<file path="config.mk">
export PLATFORM = sky130hd
export DESIGN_NAME = simt_pc_unit_flat
export DESIGN_NICKNAME = d
export VERILOG_FILES = /design/src/rtl/simt_pc_if.sv /design/src/rtl/simt_pc_unit.sv /design/src/flat_wrapper.sv
export SDC_FILE = /design/constraint.sdc
export NUM_CORES = 1
export LEC_CHECK = 0
export BUFFER_PORTS_ARGS = -buffer_cell sky130_fd_sc_hd__buf_2
export CAP_MARGIN = 25
export CORE_MARGIN = 2
export CORE_UTILIZATION = 53
export CTS_CLUSTER_SIZE = 25
export DETAILED_ROUTE_END_ITERATION = 16
export PLACE_DENSITY = 0.83
export SLEW_MARGIN = 20
export SYNTH_ARGS = -nofsm -noshare
export SYNTH_HDL_FRONTEND = slang
export SYNTH_SLANG_ARGS = --single-unit
</file>
<file path="constraint.sdc">
create_clock -name clk -period 3.26 [get_ports clk]
set_clock_uncertainty 0.15 [all_clocks]
set_input_delay 0 -clock clk [delete_from_list [all_inputs] [get_ports clk]]
set_output_delay 0 -clock clk [all_outputs]
set_load 0.1 [all_outputs]
</file>
<file path="src/rtl/simt_pc_if.sv">
// simt_pc_if: decoder/NZP inputs and PC/mask outputs of the block PC and divergence sequencer.
interface simt_pc_if #(
   parameter int PROGRAM_MEM_ADDR_BITS = 8,
   parameter int THREADS_PER_BLOCK = 4
);
   logic enable;
   logic [3:0] core_state;
   logic decoded_ssy;
   logic decoded_sync;
   logic decoded_ret;
   logic [2:0] decoded_nzp;
   logic [PROGRAM_MEM_ADDR_BITS-1:0] decoded_immediate;
   logic [3*THREADS_PER_BLOCK-1:0] thread_nzp;
   logic [THREADS_PER_BLOCK-1:0] origin_mask;
   logic [PROGRAM_MEM_ADDR_BITS-1:0] current_pc;
   logic [THREADS_PER_BLOCK-1:0] current_mask;
   logic [THREADS_PER_BLOCK-1:0] exec_mask;
   logic [1:0] div_state;
   logic done;
   logic nest_error;
   modport master (
      output enable, core_state, decoded_ssy, decoded_sync, decoded_ret, decoded_nzp,
             decoded_immediate, thread_nzp, origin_mask,
      input current_pc, current_mask, exec_mask, div_state, done, nest_error
   );
   modport slave (
      input enable, core_state, decoded_ssy, decoded_sync, decoded_ret, decoded_nzp,
            decoded_immediate, thread_nzp, origin_mask,
      output current_pc, current_mask, exec_mask, div_state, done, nest_error
   );
endinterface

</file>
<file path="src/rtl/simt_pc_unit.sv">
// simt_pc_unit: block PC, execution mask and SSY/SYNC divergence sequencing for one thread block.
module simt_pc_unit #(
   parameter int PROGRAM_MEM_ADDR_BITS = 8,
   parameter int THREADS_PER_BLOCK = 4
) (
   input logic clk,
   input logic reset,
   simt_pc_if.slave bus
);
   localparam int A = PROGRAM_MEM_ADDR_BITS;
   localparam int T = THREADS_PER_BLOCK;
   typedef enum logic [1:0] {CONV = 2'b00, TAKEN = 2'b01, FALL = 2'b10} div_t;
   div_t state, state_n;
   logic [A-1:0] pc, pc_n, fall_pc, fall_pc_n, pc_inc;
   logic [T-1:0] exec_mask, exec_mask_n, taken_saved, taken_saved_n, taken, fall_mask;
   logic done, done_n, nest_error, nest_error_n, upd;
   for (genvar i = 0; i < T; i++) begin : g_taken
      assign taken[i] = bus.origin_mask[i] & |(bus.thread_nzp[3*i +: 3] & bus.decoded_nzp);
   end
   assign pc_inc = pc + 1'b1;
   assign fall_mask = bus.origin_mask & ~taken_saved;
   assign upd = bus.core_state == 4'b0110 && bus.enable && !done;
   always_ff @(posedge clk) begin
      if (reset) begin
         state <= CONV;
         pc <= '0;
         exec_mask <= '1;
         fall_pc <= '0;
         taken_saved <= '0;
         done <= 1'b0;
         nest_error <= 1'b0;
      end else begin
         state <= state_n;
         pc <= pc_n;
         exec_mask <= exec_mask_n;
         fall_pc <= fall_pc_n;
         taken_saved <= taken_saved_n;
         done <= done_n;
         nest_error <= nest_error_n;
      end
   end
   always_comb begin
      state_n = state;
      pc_n = pc;
      exec_mask_n = exec_mask;
      fall_pc_n = fall_pc;
      taken_saved_n = taken_saved;
      done_n = done;
      nest_error_n = nest_error;
      if (upd) begin
         pc_n = pc_inc;
         if (bus.decoded_ssy) begin
            if (state != CONV) nest_error_n = 1'b1;
            else if (|taken) begin
               pc_n = bus.decoded_immediate;
               exec_mask_n = taken;
               taken_saved_n = taken;
               fall_pc_n = pc_inc;
               state_n = TAKEN;
            end else begin
               exec_mask_n = bus.origin_mask;
               state_n = FALL;
            end
         end else if (bus.decoded_sync) begin
            // the taken path returns to the fall-through code only if someone is waiting there
            if (state == TAKEN && |fall_mask) begin
               pc_n = fall_pc;
               exec_mask_n = fall_mask;
               state_n = FALL;
            end else if (state != CONV) begin
               pc_n = bus.decoded_immediate;
               exec_mask_n = bus.origin_mask;
               state_n = CONV;
            end
         end else if (bus.decoded_ret) begin
            if (state != CONV) nest_error_n = 1'b1;
            else begin
               done_n = 1'b1;
               pc_n = pc;
            end
         end
      end
   end
   assign bus.current_mask = taken;
   assign bus.current_pc = pc;
   assign bus.exec_mask = exec_mask;
   assign bus.div_state = state;
   assign bus.done = done;
   assign bus.nest_error = nest_error;
endmodule

</file>
<file path="src/flat_wrapper.sv">
// flat-port wrapper written by rule: the top's interface ports become plain ports
module simt_pc_unit_flat 
#(
   parameter int PROGRAM_MEM_ADDR_BITS = 8,
   parameter int THREADS_PER_BLOCK = 4
)
  (clk, reset, bus_enable, bus_core_state, bus_decoded_ssy, bus_decoded_sync, bus_decoded_ret, bus_decoded_nzp, bus_decoded_immediate, bus_thread_nzp, bus_origin_mask, bus_current_pc, bus_current_mask, bus_exec_mask, bus_div_state, bus_done, bus_nest_error);
  simt_pc_if #(.PROGRAM_MEM_ADDR_BITS(PROGRAM_MEM_ADDR_BITS), .THREADS_PER_BLOCK(THREADS_PER_BLOCK)) bus_i ();
  input logic clk;
  input logic reset;
  input wire logic [$bits(bus_i.enable)-1:0] bus_enable;
  input wire logic [$bits(bus_i.core_state)-1:0] bus_core_state;
  input wire logic [$bits(bus_i.decoded_ssy)-1:0] bus_decoded_ssy;
  input wire logic [$bits(bus_i.decoded_sync)-1:0] bus_decoded_sync;
  input wire logic [$bits(bus_i.decoded_ret)-1:0] bus_decoded_ret;
  input wire logic [$bits(bus_i.decoded_nzp)-1:0] bus_decoded_nzp;
  input wire logic [$bits(bus_i.decoded_immediate)-1:0] bus_decoded_immediate;
  input wire logic [$bits(bus_i.thread_nzp)-1:0] bus_thread_nzp;
  input wire logic [$bits(bus_i.origin_mask)-1:0] bus_origin_mask;
  output wire logic [$bits(bus_i.current_pc)-1:0] bus_current_pc;
  output wire logic [$bits(bus_i.current_mask)-1:0] bus_current_mask;
  output wire logic [$bits(bus_i.exec_mask)-1:0] bus_exec_mask;
  output wire logic [$bits(bus_i.div_state)-1:0] bus_div_state;
  output wire logic [$bits(bus_i.done)-1:0] bus_done;
  output wire logic [$bits(bus_i.nest_error)-1:0] bus_nest_error;
  assign bus_i.enable = bus_enable;
  assign bus_i.core_state = bus_core_state;
  assign bus_i.decoded_ssy = bus_decoded_ssy;
  assign bus_i.decoded_sync = bus_decoded_sync;
  assign bus_i.decoded_ret = bus_decoded_ret;
  assign bus_i.decoded_nzp = bus_decoded_nzp;
  assign bus_i.decoded_immediate = bus_decoded_immediate;
  assign bus_i.thread_nzp = bus_thread_nzp;
  assign bus_i.origin_mask = bus_origin_mask;
  assign bus_current_pc = bus_i.current_pc;
  assign bus_current_mask = bus_i.current_mask;
  assign bus_exec_mask = bus_i.exec_mask;
  assign bus_div_state = bus_i.div_state;
  assign bus_done = bus_i.done;
  assign bus_nest_error = bus_i.nest_error;
  simt_pc_unit #(.PROGRAM_MEM_ADDR_BITS(PROGRAM_MEM_ADDR_BITS), .THREADS_PER_BLOCK(THREADS_PER_BLOCK)) u_core (.clk(clk), .reset(reset), .bus(bus_i));
endmodule
</file>
# Word-level counts from Yosys, hierarchy flattened
# Cells that the tools add are included.
[totals] output_inout_bits=20 inputBits=37 wordCells=69 register_bits=28
[classes] n_mux=24 n_eq_ne=5 n_bitwise=13 reduce_logical=19 addsub=1
[op_table] cell="$mux W8" n=8
[op_table] cell="$mux W4" n=6
[op_table] cell="$and A3 B3 Y3" n=4
[op_table] cell="$mux W2" n=6
[op_table] cell="$reduce_or A3 Y1" n=4
[op_table] cell="$add A8 B1 Y8 const B" n=1
[op_table] cell="$reduce_and A4 Y1" n=2
[op_table] cell="$reduce_or A4 Y1" n=2
[op_table] cell="$reduce_bool A2 Y1" n=3
[op_table] cell="$reduce_and A5 Y1" n=1
[op_table] cell="$and A1 B1 Y1" n=4
[op_table] cell="$and A4 B4 Y4" n=1
[op_table] cell="$eq A4 B3 Y1 const B" n=1
[op_table] cell="$mux W1" n=4
[op_table] cell="$ne A2 B2 Y1 const B" n=2
[op_table] cell="$ne A4 B3 Y1 const B" n=1
[op_table] cell="$not A4 Y4" n=1
[op_table] cell="$logic_and A1 B1 Y1" n=3
[op_table] cell="$not A1 Y1" n=3
[op_table] cell="$reduce_and A3 Y1" n=1
[op_table] cell="$reduce_bool A3 Y1" n=1
[op_table] cell="$eq A2 B1 Y1 const B" n=1
[op_table] cell="$reduce_and A2 Y1" n=1
[op_table] cell="$logic_not A1 Y1" n=1

# Logic depth before layout (Yosys ltp)
[depth] depth_word=7 ltp_mapped=8 ltp_nobuf=6

# Worst setup path after synthesis
# No wires, ideal clock.
[synth_timing] path_kind="register -> register" from="register u_core.state[0] (netlist: u_core.bus.div_state[0])" to="register u_core.exec_mask[1] (netlist: u_core.bus.exec_mask[1])" path_buffers=1 period_less_slack_ns=2.528 setup_slack_ns=0.732 setup_ns=0.122 arrival_ns=2.256 stages_incl_launch_ff=6 required_ns=2.988 path_cell_list="dfxtp_1 clkbuf_1 nor3b_1 and2_1 a211oi_1 a221o_1"
[synth_between] elab_chain_cells=5 elab_cells_between_ends=9 cone_classes="2 x eq/ne; 3 x mux; 4 x reduce/logical"
[synth_rtl] item="start, declared" line_no="simt_pc_unit.sv:13" rtl="div_t state, state_n;"
[synth_rtl] item="start signal, assigned" line_no="simt_pc_unit.sv:33" rtl="state <= state_n;"
[synth_rtl] item="$eq A2 B1 Y1" line_no="simt_pc_unit.sv:66" rtl="if (state == TAKEN && |fall_mask) begin"
[synth_rtl] item="$logic_and A1 B1 Y1" line_no="simt_pc_unit.sv:66"
[synth_rtl] item="$mux W4" line_no="simt_pc_unit.sv:66"
[synth_rtl] item="$mux W4" line_no="simt_pc_unit.sv:64" rtl="end else if (bus.decoded_sync) begin"
[synth_rtl] item="$mux W4" line_no="simt_pc_unit.sv:52" rtl="if (bus.decoded_ssy) begin"
[synth_rtl] item="end signal, assigned" line_no="simt_pc_unit.sv:35" rtl="exec_mask <= exec_mask_n;"
[synth_rtl] item="end, declared" line_no="simt_pc_unit.sv:15" rtl="logic [T-1:0] exec_mask, exec_mask_n, taken_saved, taken_saved_n, taken, fall_mask;"
# Several ways; a longest one is shown, not always the timed one. The select of a mux whose other input is x is not followed.
# A chain may end at the register's enable or synchronous reset.

# Worst setup path after layout
[layout_timing] from="register u_core.done (netlist: u_core.bus.done)" to="register u_core.pc[1] (netlist: u_core.bus.current_pc[1])"
[layout_between] elab_chain_cells=3
[layout_rtl] item="start, declared" line_no="simt_pc_unit.sv:16" rtl="logic done, done_n, nest_error, nest_error_n, upd;"
[layout_rtl] item="start signal, assigned" line_no="simt_pc_unit.sv:38" rtl="done <= done_n;"
[layout_rtl] item="$logic_not A1 Y1" line_no="simt_pc_unit.sv:22" rtl="assign upd = bus.core_state == 4'b0110 && bus.enable && !done;"
[layout_rtl] item="$logic_and A1 B1 Y1" line_no="simt_pc_unit.sv:22"
[layout_rtl] item="$reduce_and A2 Y1 (no line)"
[layout_rtl] item="end signal, assigned" line_no="simt_pc_unit.sv:34" rtl="pc <= pc_n;"
[layout_rtl] item="end, declared" line_no="simt_pc_unit.sv:14" rtl="logic [A-1:0] pc, pc_n, fall_pc, fall_pc_n, pc_inc;"
# Every way passes these cells.

==> out/metrics.csv <==
metric,value,unit
status,"finished, final reports clean",
"EDFF count, synth",0,
register clock-pin slew on the reported worst setup and hold paths,0.15,ns
largest net degree at the start of global routing,30,
R2R depth,6,
worst r2r src,u_core.bus.done,
DR iter-0 viols,201,
"Clk Latency, worst-skew pair",0.34,ns
reg2reg setup slack,0.36,ns
GP Congestion,0.874,
Worst path slowest cell,dlygate4sd3_1,
Max clock buf depth,2,
Startpoint Class,flip-flop,
Synth area leader,dfxtp_1,
synthesized area,1770,um2
Synth top cells by count,"29 x nor2_1, 28 x dfxtp_1, 20 x nand2_1",
layout cells sized above 1,22.9,%
post-synthesis sequential area ratio,31.7,%
first-pass GRT wire length,8880,um
Hold Path Depth,4,
grt ovf,0,
Tightest Hold Check Type,input pin to flip-flop,
Post-synth ARST share,0,%
Leak,1.01,nW
via/cell ratio,6.21,
Die Wd,61.8,um
Synthesis Warnings,0,
"count leader, synth",nor2_1,
Hold Crit Endpoint,u_core.bus.div_state[1],
"Hold Violations, Final",0,
ant diodes,0,
I/O Buffers,56,
Final setup viols,0,
Hold Path Origin,bus_decoded_sync,
Gate Count Post-Synth,217,
FMAX,0.345,GHz
DRC viols,0,
die height,61.8,um
Core Box Area,3100,um2
total of max-cap violations,0,
Synthesized Nets,255,
initial core utilization,57.0,%
Synth top area share,31.7,%
Detail Route met3 WL,417,um
via count,2119,
Rows,20,
WL final,5640,um
Ports,57,
Slew HR,55.4,%
CTS sink count,28,
vias in the first global route,1980,
Layout area overhead,35.9,%
Antenna Violating Nets Remaining,0,
DR top layer,met4,
CTS tree,yes,
CP peak stage delay,0.59,ns
Synth Register Bits,28,
maximum vdd drop,284,uV
wire per inst,16.5,um
GR Util All Layers,31.3,%
Synth Flop Type,dfxtp_1,
Crit Reg-Reg Endpoint,u_core.bus.current_pc[1],
CTS H-tree depth,1,
post-synth cell types,51,
WL met2,2680,um
met1 wire length,2350,um
die area,3810,um2
cells along the critical path,nor4b_1 -> and3_1 -> nor2b_1 -> nor2_1 -> a311oi_1 -> dlygate4sd3_1,
"Slew Viols, Final",0,
CP max FO,10,
"Avg Cell Area, Syn",8.15,um2
"top cells by area, synth","dfxtp_1 32%, mux2i_1 6.2%, nor2_1 6.2%",
Critical Path Sink Type,flip-flop,
Total Power,0.709,mW
kind of critical path,flip-flop to flip-flop,
post-CTS setup buffer count,0,
root buf cell,clkbuf_4,
CP required,3.40,ns
WP buf/inv,1,
drt first pass iters,7,
Final Cycle Share,88.9,%
DP Wirelength,3590,um
Cell Pwr Density,295,nW/um2
initial antenna violation count,0,
pin slew with the least headroom to its limit,0.668,ns
"CP delay by family, top",simple AND/OR/NAND/NOR gates,
RSZ-0062 raised after global routing,false,
Crit path arrival time,3.04,ns
setup TNS,0,ns
post-layout min period,2.90,ns
CTS Buf Count,3,
Layout Nets,336,
## per-layer routing
layer	vias up	track usage, %
met5	-	0
met2	135	51.0
li1	981	-
met1	979	40.8
met3	24	5.59
met4	0	13.1
## worst max path at each step
stage,from,endpoint,cells past startpoint
6_report,u_core.bus.done,u_core.bus.current_pc[1],6
2_1_floorplan,u_core.bus.div_state[0],u_core.bus.exec_mask[1],5
3_5_place_dp,u_core.bus.div_state[1],u_core.bus.current_pc[6],5
5_1_grt,u_core.bus.done,u_core.bus.current_pc[1],6
4_1_cts,u_core.bus.done,u_core.bus.current_pc[1],6
3_3_place_gp,u_core.bus.div_state[1],u_core.bus.current_pc[6],5
## area by class of cell
cell class,count,area [um2]
multi-input cells,171,1120
fillers,238,701
repair buffers,89,608
flip-flops and latches,28,561
well taps,44,55.1
clock buffers,4,36.3
inverters,5,18.8
## metrics by stage
step           setup WS [ns]  hold slack, ns  util, %  cells  instance area [um2]
2_1_floorplan          0.732          0.0202        -    217                 1770
3_3_place_gp           0.986           0.161     65.9    305                 2050
3_5_place_dp           0.927           0.173     65.9    305                 2050
4_1_cts                0.450         0.00884     77.4    341                 2400
5_1_grt                0.226          0.0520     77.4    341                 2400
6_report               0.362          0.0125     77.4    341                 2400
## worst min-delay path: cells and delay by family
kind | cells | cell delay (ns)
and+or+nand+nor | 2 | 0.19
buffers and inverters | 1 | 0.18
AOI/OAI and AO/OA | 1 | 0.11
## repair_timing
| item | in CTS | in global routing |
|---|---|---|
| gates resized for setup | 0 | 0 |
| endpoints found under the hold margin | 27 | 0 |
| hold buffers | 32 | 0 |
| setup endpoints to repair | 0 | 0 |
## flip-flops by register name, indices dropped and copies added (netlist names)
signal / flops
u_core.taken_saved: 4
u_core.bus.current_pc: 8
u_core.bus.nest_error: 1
u_core.bus.div_state: 2
u_core.bus.exec_mask: 4
u_core.bus.done: 1
u_core.fall_pc: 8
## power breakdown
part | switching [mW] | leakage [nW] | total, mW | internal (mW)
sequential | 0.00364 | 0.226 | 0.349 | 0.345
combinational | 0.118 | 0.760 | 0.186 | 0.0686
clock | 0.106 | 0.0210 | 0.174 | 0.0686
## logic make-up after synthesis
logic type	count (synthesis)	share of synthesized area, %
compound gates	71	31.0
flops	28	31.7
mux	11	6.23
simple gates	82	22.6
fa+ha+maj	1	0.708
buf+inv	18	4.74
xor+xnor	6	2.97
## cells in the final DEF, fill, tap and decap left out, types with 5 or more instances in the layout
| cell type | synthesis | layout |
|---|---|---|
| buf_2 | 4 | 56 |
| dlygate4sd3_1 | 0 | 32 |
| nor2_1 | 29 | 29 |
| dfxtp_1 | 28 | 28 |
| nand2_1 | 20 | 20 |
| a21oi_1 | 15 | 15 |
| nand3_1 | 11 | 11 |
| mux2i_1 | 11 | 11 |
| o21ai_0 | 8 | 8 |
| a221o_1 | 6 | 6 |
| inv_1 | 5 | 5 |
| a222oi_1 | 5 | 5 |
| nand2b_1 | 5 | 5 |
| a211oi_1 | 5 | 5 |
(Power assumes the default switching activity.)
